## src/rtl/sdio_host_data_phy_if.sv

```systemverilog
// Block request, byte stream and DAT[3:0] pins of the host data PHY.
// slave = the PHY, master = the controller / bus model driving it.
interface sdio_host_data_phy_if;
  logic        i_activate;
  logic        i_write_flag;
  logic [12:0] i_data_count;
  logic        o_finished;
  logic        o_data_rd_stb;
  logic [7:0]  i_data_rd_data;
  logic        o_data_wr_stb;
  logic [7:0]  o_data_wr_data;
  logic        o_crc_err;
  logic        o_token_err;
  logic        o_timeout;
  logic [2:0]  o_status;
  logic        o_sdio_data_dir;
  logic [3:0]  o_sdio_data_out;
  logic [3:0]  i_sdio_data_in;

  modport slave (
    input  i_activate, i_write_flag, i_data_count,
    input  i_data_rd_data, i_sdio_data_in,
    output o_finished, o_data_rd_stb,
    output o_data_wr_stb, o_data_wr_data,
    output o_crc_err, o_token_err, o_timeout,
    output o_status, o_sdio_data_dir, o_sdio_data_out
  );

  modport master (
    output i_activate, i_write_flag, i_data_count,
    output i_data_rd_data, i_sdio_data_in,
    input  o_finished, o_data_rd_stb,
    input  o_data_wr_stb, o_data_wr_data,
    input  o_crc_err, o_token_err, o_timeout,
    input  o_status, o_sdio_data_dir, o_sdio_data_out
  );
endinterface

```

## src/rtl/sdio_host_data_phy.sv

```systemverilog
// Host-side 4-bit SDIO data-line engine: one block per
// activation, one nibble per clk, per-line CRC16.
module sdio_host_data_phy #(
  parameter int TIMEOUT_CYCLES = 1024
) (
  input  logic clk,
  input  logic rst,
  sdio_host_data_phy_if.slave bus
);
  localparam int TW = $clog2(TIMEOUT_CYCLES + 1);

  localparam logic [3:0] IDLE     = 4'd0;
  localparam logic [3:0] W_START  = 4'd1;
  localparam logic [3:0] W_DATA   = 4'd2;
  localparam logic [3:0] W_CRC    = 4'd3;
  localparam logic [3:0] W_END    = 4'd4;
  localparam logic [3:0] W_TOKEN  = 4'd5;
  localparam logic [3:0] W_BUSY   = 4'd6;
  localparam logic [3:0] R_WAIT   = 4'd7;
  localparam logic [3:0] R_DATA   = 4'd8;
  localparam logic [3:0] R_CRC    = 4'd9;
  localparam logic [3:0] R_END    = 4'd10;
  localparam logic [3:0] FINISHED = 4'd11;

  typedef logic [3:0][15:0] crc4_t;

  function automatic crc4_t crc_upd(crc4_t c, logic [3:0] n);
    crc_upd = c;
    for (int i = 0; i < 4; i++)
      crc_upd[i] = {c[i][14:0], 1'b0}
                 ^ ({16{c[i][15] ^ n[i]}} & 16'h1021);
  endfunction

  logic [3:0]    state_q, state_d;
  logic [13:0]   cnt_q, cnt_d;
  logic [13:0]   tot_q, tot_d;
  logic [TW-1:0] tmo_q, tmo_d;
  logic [2:0]    tok_q, tok_d;
  logic [3:0]    hi_q, hi_d;
  crc4_t         crc_q, crc_d;
  crc4_t         rx_q, rx_d;
  logic          fin_q, fin_d;
  logic          rdstb_q, rdstb_d;
  logic          wrstb_q, wrstb_d;
  logic [7:0]    wrdat_q, wrdat_d;
  logic          crcerr_q, crcerr_d;
  logic          tokerr_q, tokerr_d;
  logic          tmoerr_q, tmoerr_d;
  logic [2:0]    sts_q, sts_d;
  logic          dir_q, dir_d;
  logic [3:0]    dout_q, dout_d;

  logic [3:0] din, wnib, crc_msb;
  logic [7:0] rd;
  logic       tmo_hit;
  crc4_t      crc_shl;

  assign din     = bus.i_sdio_data_in;
  assign rd      = bus.i_data_rd_data;
  assign tmo_hit = (tmo_q == TW'(TIMEOUT_CYCLES - 1));
  assign wnib    = cnt_q[0] ? rd[3:0] : rd[7:4];

  always_comb begin
    crc_msb = '0;
    crc_shl = '0;
    for (int i = 0; i < 4; i++) begin
      crc_msb[i] = crc_q[i][15];
      crc_shl[i] = {crc_q[i][14:0], 1'b0};
    end
  end

  always_comb begin
    state_d  = state_q;
    cnt_d    = cnt_q;
    tot_d    = tot_q;
    tmo_d    = tmo_q;
    tok_d    = tok_q;
    hi_d     = hi_q;
    crc_d    = crc_q;
    rx_d     = rx_q;
    rdstb_d  = 1'b0;
    wrstb_d  = 1'b0;
    wrdat_d  = wrdat_q;
    crcerr_d = crcerr_q;
    tokerr_d = tokerr_q;
    tmoerr_d = tmoerr_q;
    sts_d    = sts_q;
    dir_d    = dir_q;
    dout_d   = dout_q;
    // cancel beats every in-state decision, including timeout
    if (state_q != IDLE && !bus.i_activate) begin
      state_d = IDLE;
      dir_d   = 1'b0;
      dout_d  = 4'hF;
    end else begin
      unique case (state_q)
        IDLE: begin
          dir_d  = 1'b0;
          dout_d = 4'hF;
          crc_d  = '0;
          rx_d   = '0;
          if (bus.i_activate) begin
            crcerr_d = 1'b0;
            tokerr_d = 1'b0;
            tmoerr_d = 1'b0;
            sts_d    = 3'b000;
            tot_d    = {bus.i_data_count, 1'b0};
            if (bus.i_data_count == '0) begin
              state_d = FINISHED;
            end else if (bus.i_write_flag) begin
              state_d = W_START;
              dir_d   = 1'b1;
              dout_d  = 4'h0;
            end else begin
              state_d = R_WAIT;
              tmo_d   = '0;
            end
          end
        end
        W_START: begin
          state_d = W_DATA;
          dout_d  = rd[7:4];
          crc_d   = crc_upd(crc_q, rd[7:4]);
          cnt_d   = 14'd1;
        end
        W_DATA: begin
          if (cnt_q == tot_q) begin
            state_d = W_CRC;
            dout_d  = crc_msb;
            crc_d   = crc_shl;
            cnt_d   = 14'd1;
          end else begin
            dout_d  = wnib;
            crc_d   = crc_upd(crc_q, wnib);
            rdstb_d = cnt_q[0];
            cnt_d   = cnt_q + 14'd1;
          end
        end
        W_CRC: begin
          if (cnt_q == 14'd16) begin
            state_d = W_END;
            dout_d  = 4'hF;
          end else begin
            dout_d = crc_msb;
            crc_d  = crc_shl;
            cnt_d  = cnt_q + 14'd1;
          end
        end
        W_END: begin
          state_d = W_TOKEN;
          dir_d   = 1'b0;
          tok_d   = 3'd0;
          tmo_d   = '0;
        end
        W_TOKEN: begin
          if (tok_q == 3'd0) begin
            if (!din[0]) begin
              tok_d = 3'd1;
            end else if (tmo_hit) begin
              state_d  = FINISHED;
              tmoerr_d = 1'b1;
            end else begin
              tmo_d = tmo_q + TW'(1);
            end
          end else if (tok_q != 3'd4) begin
            sts_d = {sts_q[1:0], din[0]};
            tok_d = tok_q + 3'd1;
          end else begin
            tokerr_d = (sts_q != 3'b010) || !din[0];
            state_d  = W_BUSY;
            tmo_d    = '0;
          end
        end
        W_BUSY: begin
          if (din[0]) begin
            state_d = FINISHED;
          end else if (tmo_hit) begin
            state_d  = FINISHED;
            tmoerr_d = 1'b1;
          end else begin
            tmo_d = tmo_q + TW'(1);
          end
        end
        R_WAIT: begin
          if (din == 4'h0) begin
            state_d = R_DATA;
            cnt_d   = '0;
          end else if (tmo_hit) begin
            state_d  = FINISHED;
            tmoerr_d = 1'b1;
          end else begin
            tmo_d = tmo_q + TW'(1);
          end
        end
        R_DATA: begin
          crc_d = crc_upd(crc_q, din);
          if (!cnt_q[0]) begin
            hi_d = din;
          end else begin
            wrstb_d = 1'b1;
            wrdat_d = {hi_q, din};
          end
          if (cnt_q == tot_q - 14'd1) begin
            state_d = R_CRC;
            cnt_d   = '0;
          end else begin
            cnt_d = cnt_q + 14'd1;
          end
        end
        R_CRC: begin
          for (int i = 0; i < 4; i++)
            rx_d[i] = {rx_q[i][14:0], din[i]};
          if (cnt_q == 14'd15) state_d = R_END;
          else cnt_d = cnt_q + 14'd1;
        end
        R_END: begin
          crcerr_d = (rx_q != crc_q) || (din != 4'hF);
          state_d  = FINISHED;
        end
        FINISHED: begin
          dir_d  = 1'b0;
          dout_d = 4'hF;
        end
        default: state_d = IDLE;
      endcase
    end
    fin_d = (state_d == FINISHED);
  end

  always_ff @(posedge clk) begin
    if (rst) begin
      state_q  <= IDLE;
      cnt_q    <= '0;
      tot_q    <= '0;
      tmo_q    <= '0;
      tok_q    <= '0;
      hi_q     <= '0;
      crc_q    <= '0;
      rx_q     <= '0;
      fin_q    <= 1'b0;
      rdstb_q  <= 1'b0;
      wrstb_q  <= 1'b0;
      wrdat_q  <= '0;
      crcerr_q <= 1'b0;
      tokerr_q <= 1'b0;
      tmoerr_q <= 1'b0;
      sts_q    <= 3'b000;
      dir_q    <= 1'b0;
      dout_q   <= 4'hF;
    end else begin
      state_q  <= state_d;
      cnt_q    <= cnt_d;
      tot_q    <= tot_d;
      tmo_q    <= tmo_d;
      tok_q    <= tok_d;
      hi_q     <= hi_d;
      crc_q    <= crc_d;
      rx_q     <= rx_d;
      fin_q    <= fin_d;
      rdstb_q  <= rdstb_d;
      wrstb_q  <= wrstb_d;
      wrdat_q  <= wrdat_d;
      crcerr_q <= crcerr_d;
      tokerr_q <= tokerr_d;
      tmoerr_q <= tmoerr_d;
      sts_q    <= sts_d;
      dir_q    <= dir_d;
      dout_q   <= dout_d;
    end
  end

  assign bus.o_finished      = fin_q;
  assign bus.o_data_rd_stb   = rdstb_q;
  assign bus.o_data_wr_stb   = wrstb_q;
  assign bus.o_data_wr_data  = wrdat_q;
  assign bus.o_crc_err       = crcerr_q;
  assign bus.o_token_err     = tokerr_q;
  assign bus.o_timeout       = tmoerr_q;
  assign bus.o_status        = sts_q;
  assign bus.o_sdio_data_dir = dir_q;
  assign bus.o_sdio_data_out = dout_q;
endmodule
```

## src/flat_wrapper.sv

```systemverilog
// flat-port wrapper written by rule: the top's interface ports become plain ports
module sdio_host_data_phy_flat 
#(
  parameter int TIMEOUT_CYCLES = 1024
)
  (clk, rst, bus_i_activate, bus_i_write_flag, bus_i_data_count, bus_i_data_rd_data, bus_i_sdio_data_in, bus_o_finished, bus_o_data_rd_stb, bus_o_data_wr_stb, bus_o_data_wr_data, bus_o_crc_err, bus_o_token_err, bus_o_timeout, bus_o_status, bus_o_sdio_data_dir, bus_o_sdio_data_out);
  sdio_host_data_phy_if bus_i ();
  input  logic clk;
  input  logic rst;
  input wire logic [$bits(bus_i.i_activate)-1:0] bus_i_activate;
  input wire logic [$bits(bus_i.i_write_flag)-1:0] bus_i_write_flag;
  input wire logic [$bits(bus_i.i_data_count)-1:0] bus_i_data_count;
  input wire logic [$bits(bus_i.i_data_rd_data)-1:0] bus_i_data_rd_data;
  input wire logic [$bits(bus_i.i_sdio_data_in)-1:0] bus_i_sdio_data_in;
  output wire logic [$bits(bus_i.o_finished)-1:0] bus_o_finished;
  output wire logic [$bits(bus_i.o_data_rd_stb)-1:0] bus_o_data_rd_stb;
  output wire logic [$bits(bus_i.o_data_wr_stb)-1:0] bus_o_data_wr_stb;
  output wire logic [$bits(bus_i.o_data_wr_data)-1:0] bus_o_data_wr_data;
  output wire logic [$bits(bus_i.o_crc_err)-1:0] bus_o_crc_err;
  output wire logic [$bits(bus_i.o_token_err)-1:0] bus_o_token_err;
  output wire logic [$bits(bus_i.o_timeout)-1:0] bus_o_timeout;
  output wire logic [$bits(bus_i.o_status)-1:0] bus_o_status;
  output wire logic [$bits(bus_i.o_sdio_data_dir)-1:0] bus_o_sdio_data_dir;
  output wire logic [$bits(bus_i.o_sdio_data_out)-1:0] bus_o_sdio_data_out;
  assign bus_i.i_activate = bus_i_activate;
  assign bus_i.i_write_flag = bus_i_write_flag;
  assign bus_i.i_data_count = bus_i_data_count;
  assign bus_i.i_data_rd_data = bus_i_data_rd_data;
  assign bus_i.i_sdio_data_in = bus_i_sdio_data_in;
  assign bus_o_finished = bus_i.o_finished;
  assign bus_o_data_rd_stb = bus_i.o_data_rd_stb;
  assign bus_o_data_wr_stb = bus_i.o_data_wr_stb;
  assign bus_o_data_wr_data = bus_i.o_data_wr_data;
  assign bus_o_crc_err = bus_i.o_crc_err;
  assign bus_o_token_err = bus_i.o_token_err;
  assign bus_o_timeout = bus_i.o_timeout;
  assign bus_o_status = bus_i.o_status;
  assign bus_o_sdio_data_dir = bus_i.o_sdio_data_dir;
  assign bus_o_sdio_data_out = bus_i.o_sdio_data_out;
  sdio_host_data_phy #(.TIMEOUT_CYCLES(TIMEOUT_CYCLES)) u_core (.clk(clk), .rst(rst), .bus(bus_i));
endmodule
```

## config.mk

```make
export PLATFORM = sky130hd
export DESIGN_NAME = sdio_host_data_phy_flat
export DESIGN_NICKNAME = d
export VERILOG_FILES = /design/src/rtl/sdio_host_data_phy_if.sv /design/src/rtl/sdio_host_data_phy.sv /design/src/flat_wrapper.sv
export SDC_FILE = /design/constraint.sdc
export NUM_CORES = 1
export LEC_CHECK = 0
export CAP_MARGIN = 30
export CORE_MARGIN = 10
export CORE_UTILIZATION = 45
export DETAILED_ROUTE_END_ITERATION = 8
export GPL_TIMING_DRIVEN = 1
export SLEW_MARGIN = 20
export SYNTH_ARGS = -nofsm -noshare
export SYNTH_HDL_FRONTEND = slang
export SYNTH_SLANG_ARGS = --single-unit
```

## constraint.sdc

```tcl
create_clock -name clk -period 4.31 [get_ports clk]
set_input_delay 0.6465 -clock clk [delete_from_list [all_inputs] [get_ports clk]]
set_output_delay 0.6465 -clock clk [all_outputs]
set_load 0.02 [all_outputs]
```

# Word level (Yosys, flattened, before mapping)

Index checks and enable logic that the tools add are counted.

$add $sub $neg: 4
Multiply operators: 0
Div/mod/pow operators: 0
$lt $le $gt $ge: 0
Equality and inequality tests: 38
Shift-type cells: 0
Mux-type cells: 66
Bitwise logic cells: 28
Reduce and logical (&&, ||, !) cells: 36

Operators with widths:

| cell                                                | count |
|---|---|
| case mux 64 bit (5 select lines)                    | 1 |
| bitwise XOR 16 x 13 -> 16 bit                       | 12 |
| two-way mux 64 bit                                  | 2 |
| case mux 64 bit (2 select lines)                    | 1 |
| two-way mux 11 bit                                  | 9 |
| case mux 14 bit (6 select lines)                    | 1 |
| two-way mux 4 bit                                   | 19 |
| two-way mux 14 bit                                  | 5 |
| inequality test 64 bit                              | 1 |
| case mux 11 bit (5 select lines)                    | 1 |
| case mux 4 bit (12 select lines)                    | 1 |
| == test 14 bit                                      | 2 |
| two-way mux 3 bit                                   | 7 |
| == test 4 bit (second input constant)               | 5 |
| inequality test 2 bit (second input constant)       | 10 |
| case mux 4 bit (5 select lines)                     | 1 |
| == test 4 x 3 -> 1 bit (second input constant)      | 4 |
| AND reduction 3 bit                                 | 5 |
| AND reduction 5 bit                                 | 3 |
| nonzero test 5 bit                                  | 3 |
| adder 14 x 1 -> 14 bit (second input constant)      | 1 |
| == test 14 x 4 -> 1 bit (second input constant)     | 1 |
| == test 14 x 5 -> 1 bit (second input constant)     | 1 |
| subtractor 14 x 1 -> 14 bit (second input constant) | 1 |
| 32 further kinds                                    | 75 |

Register bits: 199
Latch bits: 0
Memory bits (writable): 0
Memory bits (read-only): 0
Bits of input ports: 29
Output and inout bits: 22
Word-level logic and storage cells: 196
Memories kept: 0

# Logic depth before layout (Yosys ltp)

Word-level depth: 7
Mapped depth: 14
Gate-level depth less buffers: 10

# Least setup slack after synthesis

No wires, ideal clock.

Path kind: reg-to-reg
From: register u_core.cnt_q[0]
To: register u_core.crc_q[60] (netlist bit)
Setup time: 0.059 ns
Data arrival time: 3.006 ns
Data required time: 4.251 ns
Path slack: 1.244 ns
Stages on the path, launching flop included: 15
Path buffers: 4
Period minus slack after synthesis: 3.066 ns
Path through: dfxtp_1 > clkbuf_1 > clkbuf_1 > inv_1 > ha_1 > nand2_1 > nor3_1 > and4_2 > nor4b_1 > and2_1 > clkbuf_1 > buf_2 > nand3b_1 > o22ai_1 > a221o_1

Longest elaborated chain between the ends: 5
Elaborated cells on any way between the ends: 9
Classes of those cells: eq/ne (3); mux (3); bitwise (2); reduce/logical (1)

RTL lines:

| item                             | line                      | source |
|---|---|---|
| start, declared                  | sdio_host_data_phy.sv:35  | `logic [13:0] cnt_q, cnt_d;` |
| start signal, assigned           | sdio_host_data_phy.sv:252 | `cnt_q <= cnt_d;` |
| two-way mux 4 bit                | sdio_host_data_phy.sv:61  | `assign wnib = cnt_q[0] ? rd[3:0] : rd[7:4];` |
| bitwise XOR 1 bit                | sdio_host_data_phy.sv:31  | `^ ({16{c[i][15] ^ n[i]}} & 16'h1021);` |
| bitwise XOR 16 x 13 -> 16 bit    | sdio_host_data_phy.sv:31  |  |
| two-way mux 64 bit               | sdio_host_data_phy.sv:127 | `if (cnt_q == tot_q) begin` |
| case mux 64 bit (5 select lines) | sdio_host_data_phy.sv:96  | `unique case (state_q)` |
| end signal, assigned             | sdio_host_data_phy.sv:257 | `crc_q <= crc_d;` |
| end, declared                    | sdio_host_data_phy.sv:40  | `crc4_t crc_q, crc_d;` |

Several ways; a longest one is shown, not always the timed one.
A chain may end at the register's enable or synchronous reset.

==> qor_table.md <==
| Stage | Result | This run |
| --- | --- | --- |
| run status | Run status | finished, final reports clean |
| global routing | Residual overflow from global routing | 0 |
| logic synthesis | Mapped cell area | 9920 µm² |
| global routing | Met1 usage | 0.258 |
| die | Starting Density | 0.456 |
| sta | Worst-case headroom to the max-slew limit | 0.440 |
| global routing | Most heavily used metal layer in global routing | met2 |
| die | I/O pin cnt | 51 |
| power | Power density normalized to cell area | 479 nW/µm² |
| finish | Antenna cell count | 0 |
| detailed routing | Initial detailed-routing violation count | 882 |
| logic synthesis | Number of storage elements in the synthesis netlist | 199 |
| global routing | All-Layer GR Usage | 0.193 |
| detailed routing | Total via count after detailed routing | 8919 |
| critical path | Kind of critical path | primary input to flop |
| sta | Share of the cycle needed by the critical path after routing | 0.812 |
| critical path | Critical path, cell by cell | clkdlybuf4s50_1 > nor4_1 > a31o_2 > a22oi_1 > or4b_2 > nor3_2 > mux2i_1 > nor2_1 |
| min path | Tightest Hold Check Type | flop to flop |
| finish | Layout area overhead | 11.8% |
| logic synthesis | Mux share of post-synthesis cell area | 0.0279 |
| clock network | Clock buffer depth | 2 |
| critical path | Cell depth of the worst flop-to-flop path | 9 |
| power | Largest vdd supply drop | 0.396 mV |
| detailed routing | DRC violations left | 0 |
| placed design | Routability congestion estimate | 0.873 |
| placed design | Port Buffers | 50 |
| die | Rows | 54 |
| die | Width of the chip | 169 µm |
| critical path | Category of the worst setup path launch point | primary input |
| sta | Fin. Hold Viols | 0 |
| detailed routing | Overall routed net length | 28100 µm |
| clock network | TritonCTS Buffers | 17 |
| critical path | Reg-to-reg slack, setup | 1.03 ns |
| logic synthesis | Synthesized netlist net count | 1257 |
| clock network | Setup bufs post-CTS | 0 |
| clock network | Clock edge transition at the registers on the reported setup and hold paths | 0.08 ns |
| sta | Setup skew after layout | 0.0157 ns |
| global routing | Largest net degree at the start of global routing | 96 |
| critical path | Endpoint arrival time on the critical path | 3.80 ns |
| clock network | Number of H-tree levels | 4 |
| clock network | # hold bufs at CTS | 0 |
| logic synthesis | Post-synthesis cell count | 1222 |
| global routing | Global-route wire length before repair | 45200 µm |
| die | Core area | 21800 µm² |
| critical path | Origin of the worst setup path | bus_i_sdio_data_in[3] |
| run | Number of max-capacitance violations reported | 0 |
| clock network | Number of sinks on the clock net | 199 |
| logic synthesis | Fraction of the mapped netlist area in adder cells | 0.00757 |
| critical path | End of the worst register-to-register path | u_core.hi_q[1] |
| clock network | Post-cts sizing count | 0 |
| global routing | GR Layer Usage met3 | 0.0354 |
| critical path | Element type at the critical path end | flop |
| sta | Minimum period implied by the final worst setup slack | 3.50 ns |
| sta | Highest attainable clock frequency | 0.286 GHz |
| finish | Number of nets in the layout | 1244 |
| critical path | Crit path required time | 4.61 ns |
| logic synthesis | Simple-Gate Fraction of Synth Area | 0.245 |
| clock network | TritonCTS clock tree | yes |
| clock network | Root buffer selected by CTS | sky130_fd_sc_hd__clkbuf_16 |
| sta | TNS Setup | 0 ns |
| finish | Filler Cell Count | 2128 |
| logic synthesis | Xor and xnor fraction of the mapped netlist area | 0.0830 |
| sta | Final slew viol count | 0 |
| die | Die ar. | 28400 µm² |
| logic synthesis | Synthesized area divided by synthesized cell count | 8.12 µm² |
| logic synthesis | Most frequently used flop master after synthesis | sky130_fd_sc_hd__dfxtp_1 |
| logic synthesis | Post-synth top area share | 0.401 |
| critical path | CP endpoint | u_core.hi_q[1] |
| logic synthesis | Leading post-synthesis cells by cell area | sky130_fd_sc_hd__dfxtp_1 (40%), sky130_fd_sc_hd__nand2_1 (5.6%), sky130_fd_sc_hd__a21oi_1 (5.4%) |
| logic synthesis | Combinational family with the most area after synthesis | simple AND/OR/NAND/NOR gates |
| logic synthesis | Sequential cell area fraction in the yosys report | 0.401 |
| global routing | Met2 Usage GRT | 0.311 |
| global routing | Antenna violations before repair | 0 |
| detailed routing | WL/cell | 18.7 µm |
| detailed routing | Final antenna-violating net count | 0 |
| clock network | Source-to-sink clock delay at the later pin of the worst-skew pair | 0.44 ns |
| global routing | Via count of the first global-routing pass | 8220 |
| logic synthesis | Yosys synthesis warning count | 0 |
| logic synthesis | Post-synthesis cell type count | 72 |
| placed design | Hpwl dp | 19000 µm |
| logic synthesis | Post-synthesis compound-gate area fraction | 0.190 |
| critical path | Delay contributed by the slowest stage of the critical path | 0.78 ns |
| sta | Pin slew with the least headroom to its limit | 0.829 ns |
| critical path | Worst reg2reg path startpoint | u_core.cnt_q[0] |
| detailed routing | First drt pass iteration count | 5 |
| power | Leakage power figure | 3.94 nW |
| logic synthesis | Cell type with the largest total area after synthesis | sky130_fd_sc_hd__dfxtp_1 |
| die | Vertical die dimension | 169 µm |
| critical path | Maximum fanout along the worst path | 7 |
| sta | RSZ-0062 raised after global routing | no |
| detailed routing | Detail-routed via count per cell | 5.94 |
| power | Total power | 0.00531 W |
| critical path | Slowest cell on crit path | sky130_fd_sc_hd__nor4_1 |
| logic synthesis | Post-synth ARST share | 0 |
| sta | # setup viols final | 0 |
| finish | Ratio of cells with drive above 1 in the final layout | 0.0680 |
| logic synthesis | EDFF count, synth | 0 |
-- sequential cells by signal, summed over array words and instances (netlist names) --
| signal | flops |
|---|---|
| u_core.crc_msb | 4 |
| u_core.cnt_q | 14 |
| u_core.bus.o_finished | 1 |
| u_core.bus.o_data_wr_stb | 1 |
| u_core.crc_q | 60 |
| u_core.bus.o_token_err | 1 |
| u_core.tot_q | 13 |
| u_core.rx_q | 64 |
| u_core.tmo_q | 11 |
| u_core.bus.o_crc_err | 1 |
| u_core.bus.o_timeout | 1 |
| u_core.bus.o_data_wr_data | 8 |
| u_core.bus.o_data_rd_stb | 1 |
| u_core.tok_q | 3 |
| u_core.bus.o_sdio_data_out | 4 |
| u_core.bus.o_sdio_data_dir | 1 |
| u_core.bus.o_status | 3 |
| u_core.state_q | 4 |
| u_core.hi_q | 4 |
-- worst max-delay path, delay by kind of cell --
kind,cells,cell delay [ns]
compound gates,2,0.35
simple gates,4,2.01
mux,1,0.24
buf+inv,1,0.53
-- layer usage --
layer	vias to the layer above	share of wire
met5	-	0
met4	0	0.016
met3	39	0.048
met2	234	0.47
met1	4323	0.47
li1	4323	-
-- cell families after synthesis --
logic type | after synthesis
mux | 27
simple gates | 508
flops | 199
fa+ha+maj | 6
buf+inv | 111
compound gates | 277
xor+xnor | 94
-- worst min path at each step --
stage	startpoint	to	cells past startpoint
3_5_place_dp	u_core.tmo_q[10]	u_core.tmo_q[10]	2
3_3_place_gp	u_core.tmo_q[10]	u_core.tmo_q[10]	2
2_1_floorplan	u_core.tmo_q[10]	u_core.tmo_q[10]	2
4_1_cts	u_core.tmo_q[10]	u_core.tmo_q[10]	2
5_1_grt	u_core.tmo_q[10]	u_core.tmo_q[10]	2
6_report	u_core.tmo_q[10]	u_core.tmo_q[10]	2
-- power breakdown --
part	switching [W]	leakage (nW)	internal, W
Sequential	0.000147	1.61	0.00191
Clock	0.000800	0.274	0.000768
Combinational	0.00115	2.06	0.000543
-- cell type report --
| class | instances | area, µm² | share of cell area |
|---|---|---|---|
| inverter | 15 | 56.3 | 0.00508 |
| timing repair buffer | 64 | 616 | 0.0555 |
| sequential | 199 | 3980 | 0.359 |
| clock buffer | 18 | 429 | 0.0387 |
| multi-input combinational | 912 | 5520 | 0.498 |
| tap | 280 | 350 | 0.0316 |
| clock inverter | 13 | 134 | 0.0121 |
-- through the flow --
step           std cells  utilization  hold WS, ns  worst slack, ns  cell area [µm²]
3_5_place_dp        1469        0.483        0.461            0.435            10500
3_3_place_gp        1469        0.483        0.455            0.539            10500
5_1_grt             1501        0.510        0.495            0.624            11100
6_report            1501        0.510        0.467            0.809            11100
2_1_floorplan       1222            -        0.429             1.24             9920
4_1_cts             1500        0.509        0.469            0.911            11100
-- cell usage in the layout, fill, tap and decap left out, drive strengths merged, types with 21 or more instances in the layout --
cell           Yosys  layout
a21oi            108     108
o21ai             24      24
nand4             23      23
a22oi             64      64
nand3             97      97
nor2             136     136
clkdlybuf4s50      0      49
xnor2             42      42
dfxtp            199     199
mux2i             22      22
nor3              21      21
xor2              52      52
nand2            149     149
-- Yosys cell counts, drive strengths merged (6+ instances only) --
| master | n |
|---|---|
| a22oi | 64 |
| mux2i | 22 |
| dfxtp | 199 |
| a211o | 6 |
| ha | 6 |
| nand3 | 97 |
| o22ai | 14 |
| nor2 | 136 |
| nand2 | 149 |
| nor4 | 19 |
| a21oi | 108 |
| nor2b | 8 |
| nand4 | 23 |
| and3 | 9 |
| inv | 14 |
| nor3 | 21 |
| xor2 | 52 |
| clkbuf | 76 |
| and2 | 8 |
| buf | 20 |
| a221o | 8 |
| o311ai | 11 |
| o21ai | 24 |
| xnor2 | 42 |
| nand3b | 8 |
| a211oi | 7 |
No activity file was read; power rests on OpenSTA's default activity.
